--- config.mk ---
export PLATFORM = sky130hd
export DESIGN_NAME = tlp_detector
export DESIGN_NICKNAME = d
export VERILOG_FILES = /design/src/rtl/tlp_detector.sv
export SDC_FILE = /design/constraint.sdc
export NUM_CORES = 1
export LEC_CHECK = 0
export ABC_AREA = 0
export CAP_MARGIN = 40
export CORE_UTILIZATION = 54
export DETAILED_ROUTE_END_ITERATION = 16
export PLACE_DENSITY = 0.79
export SETUP_SLACK_MARGIN = 0.3
export SYNTH_ARGS = -nofsm -noshare
export SYNTH_HDL_FRONTEND = slang
export SYNTH_SLANG_ARGS = --single-unit
--- constraint.sdc ---
create_clock -name clk -period 2.6 [get_ports clk]
set_input_delay 0.39 -clock clk [delete_from_list [all_inputs] [get_ports clk]]
set_output_delay 0.39 -clock clk [all_outputs]
set_load 0.1 [all_outputs]
--- src/rtl/tlp_detector.sv ---
// Byte-serial PCIe framing checker: finds STP..END frames of exactly FRAME_LEN bytes,
// captures the last valid frame, counts accepted frames and decodes the TLP Fmt/Type byte.
module tlp_detector #(
  parameter int          FRAME_LEN = 20,
  parameter logic [7:0]  STP_SYM   = 8'hFB,
  parameter logic [7:0]  END_SYM   = 8'hFD
) (
  input  logic                   clk,
  input  logic                   reset,
  input  logic [7:0]             data_in,
  output logic [8*FRAME_LEN-1:0] TLP,
  output logic [3:0]             TLP_count,
  output logic                   MRd,
  output logic                   MWr,
  output logic                   IORd,
  output logic                   IOWr,
  output logic                   CfgRd0,
  output logic                   CfgWr0,
  output logic                   CfgRd1,
  output logic                   CfgWr1,
  output logic                   Cpl,
  output logic                   CplD
);

  localparam int              IDX_W    = $clog2(FRAME_LEN);
  localparam logic [IDX_W-1:0] LAST_IDX = IDX_W'(FRAME_LEN - 1);

  typedef enum logic {
    IDLE,
    COLLECT
  } state_t;

  state_t                  state;
  state_t                  next_state;
  logic [IDX_W-1:0]        byte_idx;
  logic [IDX_W-1:0]        next_idx;
  logic                    store_byte;
  logic                    accept;
  logic [7:0]              frame_buf [FRAME_LEN-1];
  logic [8*FRAME_LEN-1:0]  frame_word;
  logic [9:0]              type_flags;
  logic [9:0]              next_flags;

  always_ff @(posedge clk or negedge reset) begin
    if (!reset) begin
      state    <= IDLE;
      byte_idx <= '0;
    end else begin
      state    <= next_state;
      byte_idx <= next_idx;
    end
  end

  // The byte at the last index is never stored: it is either END (accept) or the frame is dropped.
  always_comb begin
    next_state = state;
    next_idx   = byte_idx;
    store_byte = 1'b0;
    accept     = 1'b0;
    case (state)
      IDLE: begin
        if (data_in == STP_SYM) begin
          next_state = COLLECT;
          next_idx   = IDX_W'(1);
          store_byte = 1'b1;
        end
      end
      COLLECT: begin
        if (byte_idx == LAST_IDX) begin
          next_state = IDLE;
          next_idx   = '0;
          accept     = (data_in == END_SYM);
        end else if (data_in == END_SYM) begin
          next_state = IDLE;
          next_idx   = '0;
        end else begin
          store_byte = 1'b1;
          next_idx   = byte_idx + 1'b1;
        end
      end
      default: begin
        next_state = IDLE;
        next_idx   = '0;
      end
    endcase
  end

  always_ff @(posedge clk or negedge reset) begin
    if (!reset) begin
      for (int i = 0; i < FRAME_LEN - 1; i++) begin
        frame_buf[i] <= '0;
      end
    end else if (store_byte) begin
      frame_buf[byte_idx] <= data_in;
    end
  end

  // The END byte comes straight from data_in so the capture lands on the END edge.
  always_comb begin
    frame_word = '0;
    for (int i = 0; i < FRAME_LEN - 1; i++) begin
      frame_word[8*(FRAME_LEN-1-i) +: 8] = frame_buf[i];
    end
    frame_word[7:0] = data_in;
  end

  always_comb begin
    next_flags = '0;
    case (frame_buf[3])
      8'h00:   next_flags = 10'b10_0000_0000;
      8'h40:   next_flags = 10'b01_0000_0000;
      8'h02:   next_flags = 10'b00_1000_0000;
      8'h42:   next_flags = 10'b00_0100_0000;
      8'h04:   next_flags = 10'b00_0010_0000;
      8'h44:   next_flags = 10'b00_0001_0000;
      8'h05:   next_flags = 10'b00_0000_1000;
      8'h45:   next_flags = 10'b00_0000_0100;
      8'h0A:   next_flags = 10'b00_0000_0010;
      8'h4A:   next_flags = 10'b00_0000_0001;
      default: next_flags = '0;
    endcase
  end

  always_ff @(posedge clk or negedge reset) begin
    if (!reset) begin
      TLP        <= '0;
      TLP_count  <= '0;
      type_flags <= '0;
    end else if (accept) begin
      TLP        <= frame_word;
      TLP_count  <= TLP_count + 4'd1;
      type_flags <= next_flags;
    end
  end

  assign {MRd, MWr, IORd, IOWr, CfgRd0, CfgWr0, CfgRd1, CfgWr1, Cpl, CplD} = type_flags;

endmodule

==> results of run 1 <==
cells in the mapped netlist, types with 2 or more instances:
cell type,number
or4bb_1,2
mux2_2,152
a21oi_2,4
o31ai_1,10
nor2_1,4
and4_1,2
clkbuf_1,39
nand2b_1,9
inv_1,6
nand2_2,3
nand3_1,2
ha_1,5
nand4_1,3
nor3_1,4
nand2_1,477
xnor2_1,4
dfrtp_1,332
a21oi_1,2
buf_1,5
a22o_1,3
nand3_2,4
a21oi_4,15
a21o_1,2
buf_2,13
sequential cells by signal, indices dropped and copies added, names as in the netlist:
signal / count
frame_buf: 152
TLP_count: 4
state: 1
TLP: 160
byte_idx: 5
type_flags: 10
worst paths after layout:
kind | start | end | slack [ns]
max | byte_idx[0] | frame_buf[7] | 0.22
min | reset | TLP[22] | 0.41
max reg2reg | byte_idx[0] | frame_buf[7] | 0.22
min reg2reg | frame_buf[12] | TLP[20] | 0.46
max in group asynchronous | reset | TLP[108] | 1.43
min in group clk | frame_buf[12] | TLP[20] | 0.46
per-stage QoR:
step,hold slack (ns),std cells,cell area (sq um),util,total power [uW]
2_1_floorplan,0.0944,1116,12900,-,9480
3_3_place_gp,0.347,1625,15300,0.652,10400
3_5_place_dp,0.348,1625,15300,0.652,10600
4_1_cts,0.417,1690,16500,0.705,15600
5_1_grt,0.439,1696,17100,0.730,17200
6_report,0.409,1696,17100,0.730,16500
cell families after synthesis:
kind of cell / synth area share
compound gates: 0.0351
buf+inv: 0.0195
xor+xnor: 0.00271
simple gates: 0.162
fa+ha+maj: 0.00484
mux: 0.133
flops: 0.642
what timing repair did:
| action | in CTS | in global routing |
|---|---|---|
| endpoints found under the hold margin | 50 | 0 |
| hold buffers | 1 | 0 |
| buffers inserted | 5 | 6 |
| pin swaps | 8 | 22 |
| gates cloned | 0 | 0 |
| gates resized for setup | 3 | 130 |
| setup endpoints to repair | 152 | 152 |
cell type report:
class | count | area [sq um]
Fill cell | 1537 | 6330
Sequential cell | 332 | 8310
Tap cell | 319 | 399
Clock inverter | 7 | 87.6
Inverter | 6 | 22.5
Timing Repair Buffer | 259 | 2410
Clock buffer | 52 | 1030
Multi-Input combinational cell | 721 | 4880
report_power, final:
part	total (uW)	internal [uW]	switching [uW]
sequential	7320	6440	878
clock	4890	2930	1950
combinational	4340	2560	1780
layer usage:
| metal | routed length, um | up-vias | global-route usage |
|---|---|---|---|
| met5 | 0 | - | 0 |
| met4 | 676 | 0 | 0.0710 |
| met3 | 1410 | 55 | 0.0390 |
| met2 | 15500 | 240 | 0.418 |
| met1 | 14400 | 4591 | 0.358 |
| li1 | - | 4073 | - |
==> results.txt, run 1 <==
Cell taking the most area after synthesis: dfrtp_1. TritonCTS built the clock tree. The final worst-path setup slack is 0.218 ns. After legalization and detailed placement, the total HPWL measured 19.6 mm. The number of endpoints with negative hold slack in the final report came out at 0. Across the routed clock network, the largest skew measured is 0.0165 ns. The via count of the first global-routing pass was 9134; the max-slew violation count was 0. The data required time of the critical path is 2.98 ns, and the critical-path maximum fanout is 8. The total routing resource utilization after global routing was 0.256; the post-placement setup slack was -0.0362 ns. Routed via count divided by cell count: 5.28. STA classifies the critical path endpoint as a register. The first detailed-routing pass ran for 4 iterations.

The flow ran to the end, and the final reports show no timing, DRC or antenna violations. The worst-skew pair later-pin latency came out at 0.51 ns. Ranked by total cell area, the synthesized netlist is headed by dfrtp_1, nand2_1, mux2_2.

In this run the worst hold path is classified as input pin to asynchronous set/reset pin. For the number of distinct library cells after synthesis, the log shows 38. The number of flops mapped to enable cells by yosys was 0. The remaining max-slew budget at the tightest pin was 0.517. The synthesized netlist occupies a cell area of 12900 sq um. The port buffer count works out to 183. The final clock period utilization by the worst path came out at 0.916. The first global-routing pass estimated 48.8 mm of wire. A synthesized cell averages 11.6 sq um.

Based on the critical path, the design can be clocked at up to 0.420 GHz. Setup repair after global routing could not meet its margin everywhere. The most used flip-flop cell after synthesis is dfrtp_1. The top-area cell type share of the netlist area came out at 0.642.

For this run, design rule violations remaining after detail routing come to 0. The sum of overflow across all layers after global routing was 0. The proportion of layout cells with a drive suffix above 1 works out to 0.354.

The logs give 0.000510 V for the maximum VDD drop and 0 for the antenna diode instance count. Summed over all failing endpoints, the final setup total negative slack is 0 ns. For this design the ratio of total power to cell area is 965 nW/um^2. The family with the most delay on the worst path is buffers and inverters. In this run the vertical extent of the chip is 157 um. The area growth from synthesis to layout is 32.5%.

The critical path is of the register to register type. The clock tree synthesis step divided the H-tree into 2 levels. In the final routed layout, each cell accounts on average for 18.9 um.

Summed over all cells, the static leakage comes to 0.00889 uW. The most common cell after layout, fill and taps aside was nand2_1. Max-cap violations in this run came to 0. The starting density of the core was 0.551. Leaving out fill and tap cells, the most frequent cells in the layout are nand2_1, dfrtp_1, buf_4. The run gives 332 as the number of clock sinks. The number of nets handed over by synthesis was 1131. The run gives 0 as the count of antenna-violating nets left after detailed routing. Measured along the x axis, the die boundary spans 157 um.

Row generation in the floorplan step produced 56 rows. The longest clock path from root to sink contains 3 buffers. Setup violations remaining at the end of the flow were counted as 0. For the pin with the worst max-slew slack, the measured transition is 0.720 ns.

The net count of the finished layout is 1369. Counting the buffers created by CTS gives 34. Walking the worst path, the cells encountered are ha_4 -> nor4bb_4 -> buf_4 -> o22ai_4 -> nand3_2 -> buf_6 -> a21oi_4 -> buf_12 -> mux2_4. The number of register bits inferred by synthesis came out at 332.

CTS placed an instance of clkbuf_16 at the clock tree root. The post-synthesis sequential area ratio was 0.642. For this run, the number of Yosys warnings is 0. Wires add up to 32.0 mm.

The largest incremental delay on the critical path was 0.47 ns. Data on the critical path arrives at its endpoint at 2.76 ns. The time the final worst path needs with I/O delays and setup is 2.38 ns. The number of buffers and inverters on the critical path is 3. Counting cells, the worst reg-to-reg path comes to 9. The tools report the initial antenna violation count as 0. Entering global routing, the biggest net connects 72 pins. After technology mapping, the gate count stands at 1116. On the critical path, the stage with the largest delay is an instance of dfrtp_2. At the end of routability-driven placement, the weighted congestion stood at 0.908. The post-synthesis async set-or-reset flop share came out at 1.00. During I/O placement, the number of pins put on the boundary was 184. The tools report the type of element launching the critical path as a register. Detailed routing inserted a total of 8959 vias. DRC violation total after the first TritonRoute iteration: 481. The critical path crosses 9 cells after its start point.

The clock-pin slew of the registers on the worst-case setup and hold paths is 0.06 ns, and the total die area is 24600 sq um. The core region is 23500 sq um.
No activity file was read; power rests on OpenSTA's default activity.
==> inputs of run 2 (changes only) <==
CTS_CLUSTER_SIZE = 20   (was not set)
==> results of run 2 <==
No change in the layout: final DEF, timing and power equal those of run 1.
